===== config.mk =====
export PLATFORM = sky130hd
export DESIGN_NAME = id_issue_stage
export DESIGN_NICKNAME = d
export VERILOG_FILES = /design/src/rtl/id_pkg.sv /design/src/rtl/id_operand_resolve.sv /design/src/rtl/id_issue_stage.sv
export SDC_FILE = /design/constraint.sdc
export NUM_CORES = 1
export LEC_CHECK = 0
export CORE_AREA = 2 2 249 251
export CTS_BUF_LIST = sky130_fd_sc_hd__clkbuf_4
export DETAILED_ROUTE_END_ITERATION = 12
export DIE_AREA = 0 0 251 253
export SETUP_SLACK_MARGIN = 0.1
export SYNTH_ARGS = -nofsm -noshare
export SYNTH_HDL_FRONTEND = slang
export SYNTH_HIERARCHICAL = 1
export SYNTH_SLANG_ARGS = --single-unit
export TNS_END_PERCENT = 100

===== constraint.sdc =====
create_clock -name clk -period 15.9 [get_ports clk]
set_input_delay 4.77 -clock clk [delete_from_list [all_inputs] [get_ports clk]]
set_output_delay 4.77 -clock clk [all_outputs]
set_load 0.01 [all_outputs]

===== src/rtl/id_pkg.sv =====
// Shared encodings for the decode/issue stage: operand selects, branch kinds, PC step.
package id_pkg;

  localparam logic [1:0] SRC1_ZERO = 2'b00;
  localparam logic [1:0] SRC1_PC   = 2'b01;
  localparam logic [1:0] SRC1_REG  = 2'b10;

  localparam logic [1:0] SRC2_ZERO = 2'b00;
  localparam logic [1:0] SRC2_IMM  = 2'b01;
  localparam logic [1:0] SRC2_REG  = 2'b10;
  localparam logic [1:0] SRC2_FOUR = 2'b11;

  localparam logic [3:0] BR_NONE = 4'd0;
  localparam logic [3:0] BR_B    = 4'd1;
  localparam logic [3:0] BR_BL   = 4'd2;
  localparam logic [3:0] BR_JIRL = 4'd3;
  localparam logic [3:0] BR_BEQ  = 4'd4;
  localparam logic [3:0] BR_BNE  = 4'd5;
  localparam logic [3:0] BR_BLT  = 4'd6;
  localparam logic [3:0] BR_BGE  = 4'd7;
  localparam logic [3:0] BR_BLTU = 4'd8;
  localparam logic [3:0] BR_BGEU = 4'd9;

  localparam int unsigned PC_INC = 4;

  // Conditional branches compare src1 against the src2 register value.
  function automatic logic br_is_cmp(logic [3:0] br_type);
    return (br_type >= BR_BEQ) && (br_type <= BR_BGEU);
  endfunction

endpackage


===== src/rtl/id_operand_resolve.sv =====
// Resolves one register operand from the bypass sources or the register file.
module id_operand_resolve #(
  parameter int unsigned NUM_BYP = 3,
  parameter int unsigned XLEN    = 32
) (
  input  logic [4:0]              addr_i,
  input  logic [XLEN-1:0]         rf_data_i,
  input  logic [NUM_BYP-1:0]      byp_wen_i,
  input  logic [5*NUM_BYP-1:0]    byp_addr_i,
  input  logic [XLEN*NUM_BYP-1:0] byp_data_i,
  input  logic [NUM_BYP-1:0]      byp_data_ok_i,
  output logic                    ready_o,
  output logic [XLEN-1:0]         data_o
);

  always_comb begin
    ready_o = 1'b1;
    data_o  = rf_data_i;
    if (addr_i == 5'd0) begin
      data_o = '0;
    end else begin
      // Walk oldest to youngest so the lowest matching index has the final say.
      for (int i = int'(NUM_BYP) - 1; i >= 0; i--) begin
        if (byp_wen_i[i] && (byp_addr_i[5*i +: 5] == addr_i)) begin
          ready_o = byp_data_ok_i[i];
          data_o  = byp_data_ok_i[i] ? byp_data_i[XLEN*i +: XLEN] : '0;
        end
      end
    end
  end

endmodule


===== src/rtl/id_issue_stage.sv =====
// Decode/issue stage: operand bypass, hazard stall, branch resolve and redirect.
// Optional hazard-stall counter enabled by defining ID_STALL_CNT_EN.
module id_issue_stage
  import id_pkg::*;
#(
  parameter int unsigned XLEN      = 32,
  parameter int unsigned NUM_BYP   = 3,
  parameter int unsigned PAYLOAD_W = 64
) (
  input  logic                    clk,
  input  logic                    reset,
  input  logic                    in_valid,
  output logic                    in_allow,
  input  logic [4:0]              in_src1_addr,
  input  logic [4:0]              in_src2_addr,
  input  logic [1:0]              in_src1_sel,
  input  logic [1:0]              in_src2_sel,
  input  logic                    in_st_en,
  input  logic [XLEN-1:0]         in_imm,
  input  logic [XLEN-1:0]         in_pc,
  input  logic [XLEN-1:0]         in_pred_pc,
  input  logic [3:0]              in_br_type,
  input  logic [PAYLOAD_W-1:0]    in_payload,
  output logic [4:0]              rf_raddr1,
  output logic [4:0]              rf_raddr2,
  input  logic [XLEN-1:0]         rf_rdata1,
  input  logic [XLEN-1:0]         rf_rdata2,
  input  logic [NUM_BYP-1:0]      byp_wen,
  input  logic [5*NUM_BYP-1:0]    byp_addr,
  input  logic [XLEN*NUM_BYP-1:0] byp_data,
  input  logic [NUM_BYP-1:0]      byp_data_ok,
  output logic                    out_valid,
  input  logic                    out_allow,
  output logic [XLEN-1:0]         out_src1,
  output logic [XLEN-1:0]         out_src2,
  output logic [XLEN-1:0]         out_st_data,
  output logic [XLEN-1:0]         out_pc,
  output logic [PAYLOAD_W-1:0]    out_payload,
  output logic                    redirect_valid,
  output logic [XLEN-1:0]         redirect_pc,
  output logic [31:0]             stall_cycles
);

  logic                 v_q, v_d;
  logic [4:0]           src1_addr_q, src2_addr_q;
  logic [1:0]           src1_sel_q, src2_sel_q;
  logic                 st_en_q;
  logic [XLEN-1:0]      imm_q, pc_q, pred_pc_q;
  logic [3:0]           br_type_q;
  logic [PAYLOAD_W-1:0] payload_q;

  logic            rdy1, rdy2, rdy_st;
  logic [XLEN-1:0] reg1, reg2, reg_st;
  logic            need1, need2, need_st, ready_go, load;
  logic            taken;
  logic [XLEN-1:0] target, next_pc;

  id_operand_resolve #(.NUM_BYP(NUM_BYP), .XLEN(XLEN)) u_res_src1 (
    .addr_i(src1_addr_q), .rf_data_i(rf_rdata1), .byp_wen_i(byp_wen), .byp_addr_i(byp_addr),
    .byp_data_i(byp_data), .byp_data_ok_i(byp_data_ok), .ready_o(rdy1), .data_o(reg1)
  );
  id_operand_resolve #(.NUM_BYP(NUM_BYP), .XLEN(XLEN)) u_res_src2 (
    .addr_i(src2_addr_q), .rf_data_i(rf_rdata2), .byp_wen_i(byp_wen), .byp_addr_i(byp_addr),
    .byp_data_i(byp_data), .byp_data_ok_i(byp_data_ok), .ready_o(rdy2), .data_o(reg2)
  );
  id_operand_resolve #(.NUM_BYP(NUM_BYP), .XLEN(XLEN)) u_res_st (
    .addr_i(src2_addr_q), .rf_data_i(rf_rdata2), .byp_wen_i(byp_wen), .byp_addr_i(byp_addr),
    .byp_data_i(byp_data), .byp_data_ok_i(byp_data_ok), .ready_o(rdy_st), .data_o(reg_st)
  );

  assign rf_raddr1   = src1_addr_q;
  assign rf_raddr2   = src2_addr_q;
  assign out_pc      = pc_q;
  assign out_payload = payload_q;
  assign out_st_data = reg_st;

  assign need1   = (src1_sel_q == SRC1_REG);
  assign need2   = (src2_sel_q == SRC2_REG);
  assign need_st = st_en_q | br_is_cmp(br_type_q);

  assign ready_go  = (~need1 | rdy1) & (~need2 | rdy2) & (~need_st | rdy_st);
  assign out_valid = v_q & ready_go;
  assign in_allow  = ~v_q | (ready_go & out_allow);
  assign load      = in_valid & in_allow;

  always_comb begin
    out_src1 = '0;
    case (src1_sel_q)
      SRC1_PC:  out_src1 = pc_q;
      SRC1_REG: out_src1 = reg1;
      default:  out_src1 = '0;
    endcase
    out_src2 = '0;
    case (src2_sel_q)
      SRC2_IMM:  out_src2 = imm_q;
      SRC2_REG:  out_src2 = reg2;
      SRC2_FOUR: out_src2 = XLEN'(PC_INC);
      default:   out_src2 = '0;
    endcase
  end

  always_comb begin
    taken  = 1'b0;
    target = pc_q + imm_q;
    case (br_type_q)
      BR_B, BR_BL: taken = 1'b1;
      BR_JIRL: begin
        taken  = 1'b1;
        target = out_src1 + imm_q;
      end
      BR_BEQ:  taken = (out_src1 == reg_st);
      BR_BNE:  taken = (out_src1 != reg_st);
      BR_BLT:  taken = ($signed(out_src1) < $signed(reg_st));
      BR_BGE:  taken = ($signed(out_src1) >= $signed(reg_st));
      BR_BLTU: taken = (out_src1 < reg_st);
      BR_BGEU: taken = (out_src1 >= reg_st);
      default: taken = 1'b0;
    endcase
    next_pc = taken ? target : (pc_q + XLEN'(PC_INC));
  end

  assign redirect_pc    = next_pc;
  assign redirect_valid = out_valid & out_allow & (br_type_q != BR_NONE) & (next_pc != pred_pc_q);

  // A redirect flushes whatever pre-decode offers in the same cycle.
  always_comb begin
    v_d = v_q;
    if (redirect_valid) v_d = 1'b0;
    else if (in_allow)  v_d = in_valid;
  end

  always_ff @(posedge clk) begin
    if (reset) begin
      v_q         <= 1'b0;
      src1_addr_q <= '0;
      src2_addr_q <= '0;
      src1_sel_q  <= '0;
      src2_sel_q  <= '0;
      st_en_q     <= 1'b0;
      imm_q       <= '0;
      pc_q        <= '0;
      pred_pc_q   <= '0;
      br_type_q   <= '0;
      payload_q   <= '0;
    end else begin
      v_q <= v_d;
      if (load) begin
        src1_addr_q <= in_src1_addr;
        src2_addr_q <= in_src2_addr;
        src1_sel_q  <= in_src1_sel;
        src2_sel_q  <= in_src2_sel;
        st_en_q     <= in_st_en;
        imm_q       <= in_imm;
        pc_q        <= in_pc;
        pred_pc_q   <= in_pred_pc;
        br_type_q   <= in_br_type;
        payload_q   <= in_payload;
      end
    end
  end

`ifdef ID_STALL_CNT_EN
  logic [31:0] stall_q;
  always_ff @(posedge clk) begin
    if (reset) begin
      stall_q <= '0;
    end else if (v_q && !ready_go && (stall_q != '1)) begin
      stall_q <= stall_q + 32'd1;
    end
  end
  assign stall_cycles = stall_q;
`else
  assign stall_cycles = 32'd0;
`endif

endmodule


# After elaboration in Yosys (flattened, before gate mapping)
# Cells that the tools add are included.
# op_classes
n_bitwise	17
add_sub_neg	3
n_lt_le_gt_ge	6
n_eq_ne	23
n_reduce_logical	12
muxes	24
# op_table
operator	n
$mux W32	13
$pmux W32 S3	1
$add A32 B32 Y32	2
$ge A32 B32 Y1	2
$lt A32 B32 Y1	2
$ne A32 B32 Y1	2
$pmux W32 S2	1
$add A32 B3 Y32 const B	1
$eq A32 B32 Y1	1
$eq A5 B5 Y1	6
$eq A4 B3 Y1 const B	4
$logic_not A5 Y1	2
$and A1 B1 Y1	8
$eq A4 B2 Y1 const B	2
$eq A4 B4 Y1 const B	2
$mux W1	8
$logic_and A1 B1 Y1	7
$pmux W1 S7	1
$eq A2 B2 Y1 const B	3
$or A1 B1 Y1	5
$eq A2 B1 Y1 const B	2
$eq A4 B1 Y1 const B	1
$ge A4 B3 Y1 const B	1
$le A4 B4 Y1 const B	1
other kinds (4)	7
# totals
regBits	180
out_inout_bits	269

# Depth between registers and ports, before layout
# depth
ltp_word	14
ltp_mapped	26
ltp_nobuf	24

# Modules after synthesis
# Netlist, hierarchy kept.
# by_module_without_submodules
module	cells_each	area_each_um2	instances	seq_area_each_um2
id_issue_stage	1657	12226.7	1	3603.5
id_operand_resolve	188	1261.2	3	0.0

# Worst setup path before layout
# No wires, ideal clock.
# synth_path
path_kind	input-to-output
from	input byp_addr[7]
to	output redirect_valid
stages	23
path_slack_ns	1.494
arrival_ns	9.636
t_required_ns	11.130
cell_sequence	xor2_1 > nor4_1 > and3_1 > buf_2 > clkbuf_1 > nand2_1 > a32o_1 > a22oi_1 > nor2_1 > mux2_2 > ha_1 > buf_4 > and4_4 > nand2_2 > or4_4 > o2111ai_1 > nand2_1 > xnor2_1 > xor2_1 > or4_1 > a221o_1 > nor4_1 > a21oi_1
# synth_lines
element	line_no	rtl
start: declaration	id_issue_stage.sv:29	input logic [5*NUM_BYP-1:0] byp_addr,
$eq A5 B5 Y1 (*)	id_operand_resolve.sv:24	if (byp_wen_i[i] && (byp_addr_i[5*i +: 5] == addr_i)) begin
$logic_and A1 B1 Y1 (*)	id_operand_resolve.sv:24	
$mux W32 (*) (2 in series)	id_operand_resolve.sv:24	
$mux W32 (*)	id_operand_resolve.sv:19	if (addr_i == 5'd0) begin
net reg1[17]	id_issue_stage.sv:53	logic [XLEN-1:0] reg1, reg2, reg_st;
$pmux W32 S2 (*)	id_issue_stage.sv:88	case (src1_sel_q)
net out_src1[17]	id_issue_stage.sv:34	output logic [XLEN-1:0] out_src1,
$ge A32 B32 Y1, or another cell as far along	id_issue_stage.sv:116	BR_BGEU: taken = (out_src1 >= reg_st);
$pmux W1 S7 / $mux W32 (equally long branches)	id_issue_stage.sv:105	case (br_type_q)
$mux W32 (*)	id_issue_stage.sv:119	next_pc = taken ? target : (pc_q + XLEN'(PC_INC));
$ne A32 B32 Y1 (*)	id_issue_stage.sv:123	assign redirect_valid = out_valid & out_allow & (br_type_q != BR_NONE) & (next_pc != pred_pc_q);
$and A1 B1 Y1 (*)	id_issue_stage.sv:123	
end: declaration	id_issue_stage.sv:39	output logic redirect_valid,
# Mark *: on every way through the listed nets, which the timed path passes. The rest lies on a longest branch.

# Worst setup path after layout
# layout_path
from	input byp_addr[1]
to	output redirect_pc[27]
# layout_between
elab_chain_cells	8
# layout_rtl
element	line_no	rtl
$eq A5 B5 Y1 (*)	id_operand_resolve.sv:24	
$logic_and A1 B1 Y1 (*)	id_operand_resolve.sv:24	
$mux W32 (*)	id_operand_resolve.sv:24	
$mux W32 (*)	id_operand_resolve.sv:19	
net reg1[15]	id_issue_stage.sv:53	
$pmux W32 S2 (*)	id_issue_stage.sv:88	
$ge A32 B32 Y1, or another cell as far along	id_issue_stage.sv:116	
$pmux W1 S7 / $mux W32 (equally long branches)	id_issue_stage.sv:105	
$mux W32 (*)	id_issue_stage.sv:119	
end: declaration	id_issue_stage.sv:40	output logic [XLEN-1:0] redirect_pc,
# Marked as above.

==> run summary <==
Critical Path End Type: primary output
TritonCTS buffer count: 17
Vias in the first global route: 19,100
Setup TNS: 0 ns
Die width: 251 um
Leading post-synthesis cells by cell area: dfxtp_1, nand2_1, a21oi_1
Place WS: 0.0532 ns
Crit-path most repeated cell: buf_4
Total GRT Usage: 27.9%
Initial antenna violation count: 22
Core area: 61,000 um^2
F_max: 0.0644 GHz
Syn Area/Cell: 7.21 um^2
Design Area, Final: 24,000 um^2
Die Span Y: 253 um
DP Area: 23,600 um^2
# rows: 91
Starting density of the core: 26.2%
Total power: 1.47 mW
Netlist Area Pre-Place: 16,000 um^2
Peak supply drop: 63.1 uV
Final period util: 97.7%
Worst EP arrival: 10.76 ns
Leading area contributor after synthesis: dfxtp_1
Unique masters post-synth: 85
PnR worst setup slack: 0.373 ns
Cells after synthesis: 2,221
Die Area: 63,500 um^2
I/O Buffers: 600
# setup viols final: 0
Unrepaired setup endpoints after global routing: true
Crit-path cells: clkdlybuf4s50_1 -> xor2_1 -> nor3_1 -> and3b_1 -> buf_4 -> buf_4 -> a32o_1 -> a22oi_1 -> nor2_1 -> buf_4 -> ha_1 -> nand4_1 -> nor4_2 -> buf_4 -> nand3_2 -> xor2_1 -> a221oi_1 -> o22ai_1 -> or3_4 -> buf_4 -> buf_6 -> o21ai_0 -> clkdlybuf4s50_1
Non-Filler Instances: 3,654
Critical Path Max Stage Delay: 0.61 ns
Clock Skew: 0.0489 ns
Ys Warns: 6
Worst setup SP type: input port
Share of the synthesized area in the top cell type: 22.5%
Initial DRC count: 1,495
Gp weighted congestion: 0.926
CTS clock-pin slew for the worst setup and hold paths: 0.18 ns
Status: completed
Crit path time final: 15.53 ns
Clock Path Buffers: 2
Synth Register Bits: 180
WS Path Type: in -> out
Vias post-DR: 19,600
First-pass GRT wire length: 131,000 um
Area Growth Syn to Fin: 49.8%
Final Hold Viols: 0
Cts hold-fix bufs: 0
Global route total overflow: 0
Mux cell area share after synthesis: 3.09%
Synth Area in Compound Gates: 29.9%
Routed length per placed instance: 25.0 um
Fillers: 6,442
Power per cell area: 61.4 nW/um^2
Largest net degree at the start of global routing: 109
Fin. max-slew vios: 0
Max FO, Critical Path: 31
Max-cap violation count: 0
Post-Synth Adder-Cell Area: 5.28%
XOR/XNOR Fraction of Synth Area: 7.61%
Inst Count DP: 3,600
TritonCTS clock tree: built
Hold Path Class: reg -> reg
Clock latency on the worst-skew pair: 0.76 ns
Vias per inst: 5.37
Final nets: 3,261
Total wire length: 91,400 um
Post-synth ARST share: 0%
Iteration count of the initial detailed-routing pass: 5
Worst Hold Launch: out_payload[40]$_SDFFE_PP0P_
Slew HR: 27.7%
H-tree depth: 4
Slowest cell on the critical path: clkdlybuf4s50_1
Leakage: 9.15 nW
Register area share after synthesis: 22.5%
Post-DRT Antenna Nets: 0
CP Data Required Time: 11.13 ns
Most used DFF post-synth: dfxtp_1
I/O pins: 633
Core Util, Final: 39.3%
Synth Area in Simple Gates: 23.4%
Largest family of logic cells by synthesized area: compound AO/OA/AOI/OAI gates
HPWL after DPL: 72,400 um
Share of cells above drive strength 1: 10.2%
Post-synth EDFFs: 0
Critical Path Start: byp_addr[1]
Clk sinks: 180
Hold_ws: 0.464 ns
R2r startpoint: rf_raddr1[2]$_SDFFE_PP0P_
Slew @ Worst Pin: 1.09 ns
Root Buffer: clkbuf_4
DR DRC count: 0
==> area by class of cell <==
cell class | count | area (um^2) | share of cell area [%]
Clock buffer | 17 | 128 | 0.532
Clock inverter | 15 | 174 | 0.725
Tap cell | 790 | 988 | 4.12
Inverter | 66 | 248 | 1.03
Antenna cell | 21 | 52.6 | 0.219
Timing Repair Buffer | 776 | 7470 | 31.1
Multi-Input combinational cell | 1789 | 11300 | 47.2
Sequential cell | 180 | 3600 | 15.0
==> metal layers <==
| metal | share of wire [%] | track usage [%] | wire, um | up-vias |
|---|---|---|---|---|
| met5 | 0.043 | 0 | 39 | - |
| met4 | 3.5 | 11.8 | 3220 | 6 |
| met3 | 7.1 | 6.61 | 6530 | 142 |
| met2 | 48 | 47.2 | 44300 | 851 |
| met1 | 41 | 33.9 | 37300 | 9446 |
| li1 | - | - | - | 9186 |
==> repair_timing <==
item / CTS / global route
resized for setup: 5 / 10
setup endpoints to repair: 1 / 27
setup buffers: 0 / 1
pin swaps: 1 / 6
endpoints found under the hold margin: 0 / 0
==> power by group <==
part	total (mW)	switching [mW]	internal [mW]
logic	0.650	0.328	0.322
clock network	0.295	0.220	0.0756
registers	0.527	0.0480	0.479
==> path summary, 6_finish.rpt <==
path              slack, ns  cells past startpoint                            to
setup / recovery       0.37                     23               redirect_pc[27]
hold / removal         0.46                      2  out_payload[40]$_SDFFE_PP0P_
setup reg to reg       9.65                     23              v_q$_SDFFE_PP0N_
hold reg to reg        0.46                      2  out_payload[40]$_SDFFE_PP0P_
==> layout by cell type, fill, tap and decap left out, types with 6 or more instances in the layout <==
master,count
a31oi_1,6
nor4_1,7
buf_12,12
nor3_1,16
nand4_1,25
o21ai_0,36
nand2b_1,18
a221o_2,6
xnor2_1,60
xnor3_1,6
o2111ai_1,6
a21oi_1,234
nor2_1,75
inv_1,63
a22o_1,32
nand2_1,619
and3_1,14
nand3_1,22
a32o_1,96
clkdlybuf4s50_1,594
xor2_1,60
conb_1,32
a22oi_1,36
and2_1,6
a21o_1,19
dfxtp_1,180
mux2_2,28
ha_1,66
clkbuf_4,17
buf_4,165
o211ai_1,11
a211oi_1,7
mux2i_1,18
nor2b_1,13
a221o_1,96
diode_2,21
==> cell families after synthesis <==
kind of cell	Yosys count
AO/OA/AOI/OAI	646
XOR/XNOR	128
adder cells (fa/ha/maj)	67
buffers and inverters	283
flip-flops	180
multiplexers	46
other	1
AND/OR/NAND/NOR	870
==> state kept, by name, indices dropped and copies added (netlist names), 2 cells and up <==
name,count
src2_sel_q,2
rf_raddr2,5
imm_q,32
rf_raddr1,5
out_pc,32
src1_sel_q,2
br_type_q,4
pred_pc_q,32
out_payload,64
==> cells in the mapped netlist, drive strengths merged (6+ instances only) <==
library cell  number
a211oi             8
a21o              19
a21oi            234
a221o            102
a22o              32
a22oi             36
a31oi              6
a32o              96
and2               7
and3              17
and4               7
buf               76
clkbuf           141
dfxtp            180
ha                66
inv               66
mux2              28
mux2i             18
nand2            621
nand2b            18
nand3             26
nand4             25
nor2              78
nor2b             15
nor3              17
nor4              10
o2111ai            6
o211ai            11
o21ai             41
o31ai              6
or4                6
xnor2             61
xnor3              6
xor2              60
==> critical path: cells and delay by family <==
kind	cells	cell delay (ns)
XOR/XNOR	2	0.37
AO/OA/AOI/OAI	5	1.00
AND/OR/NAND/NOR	7	2.15
adder cells (fa/ha/maj)	1	0.15
buffers and inverters	8	2.30
Power figures use the tool's default switching activity.
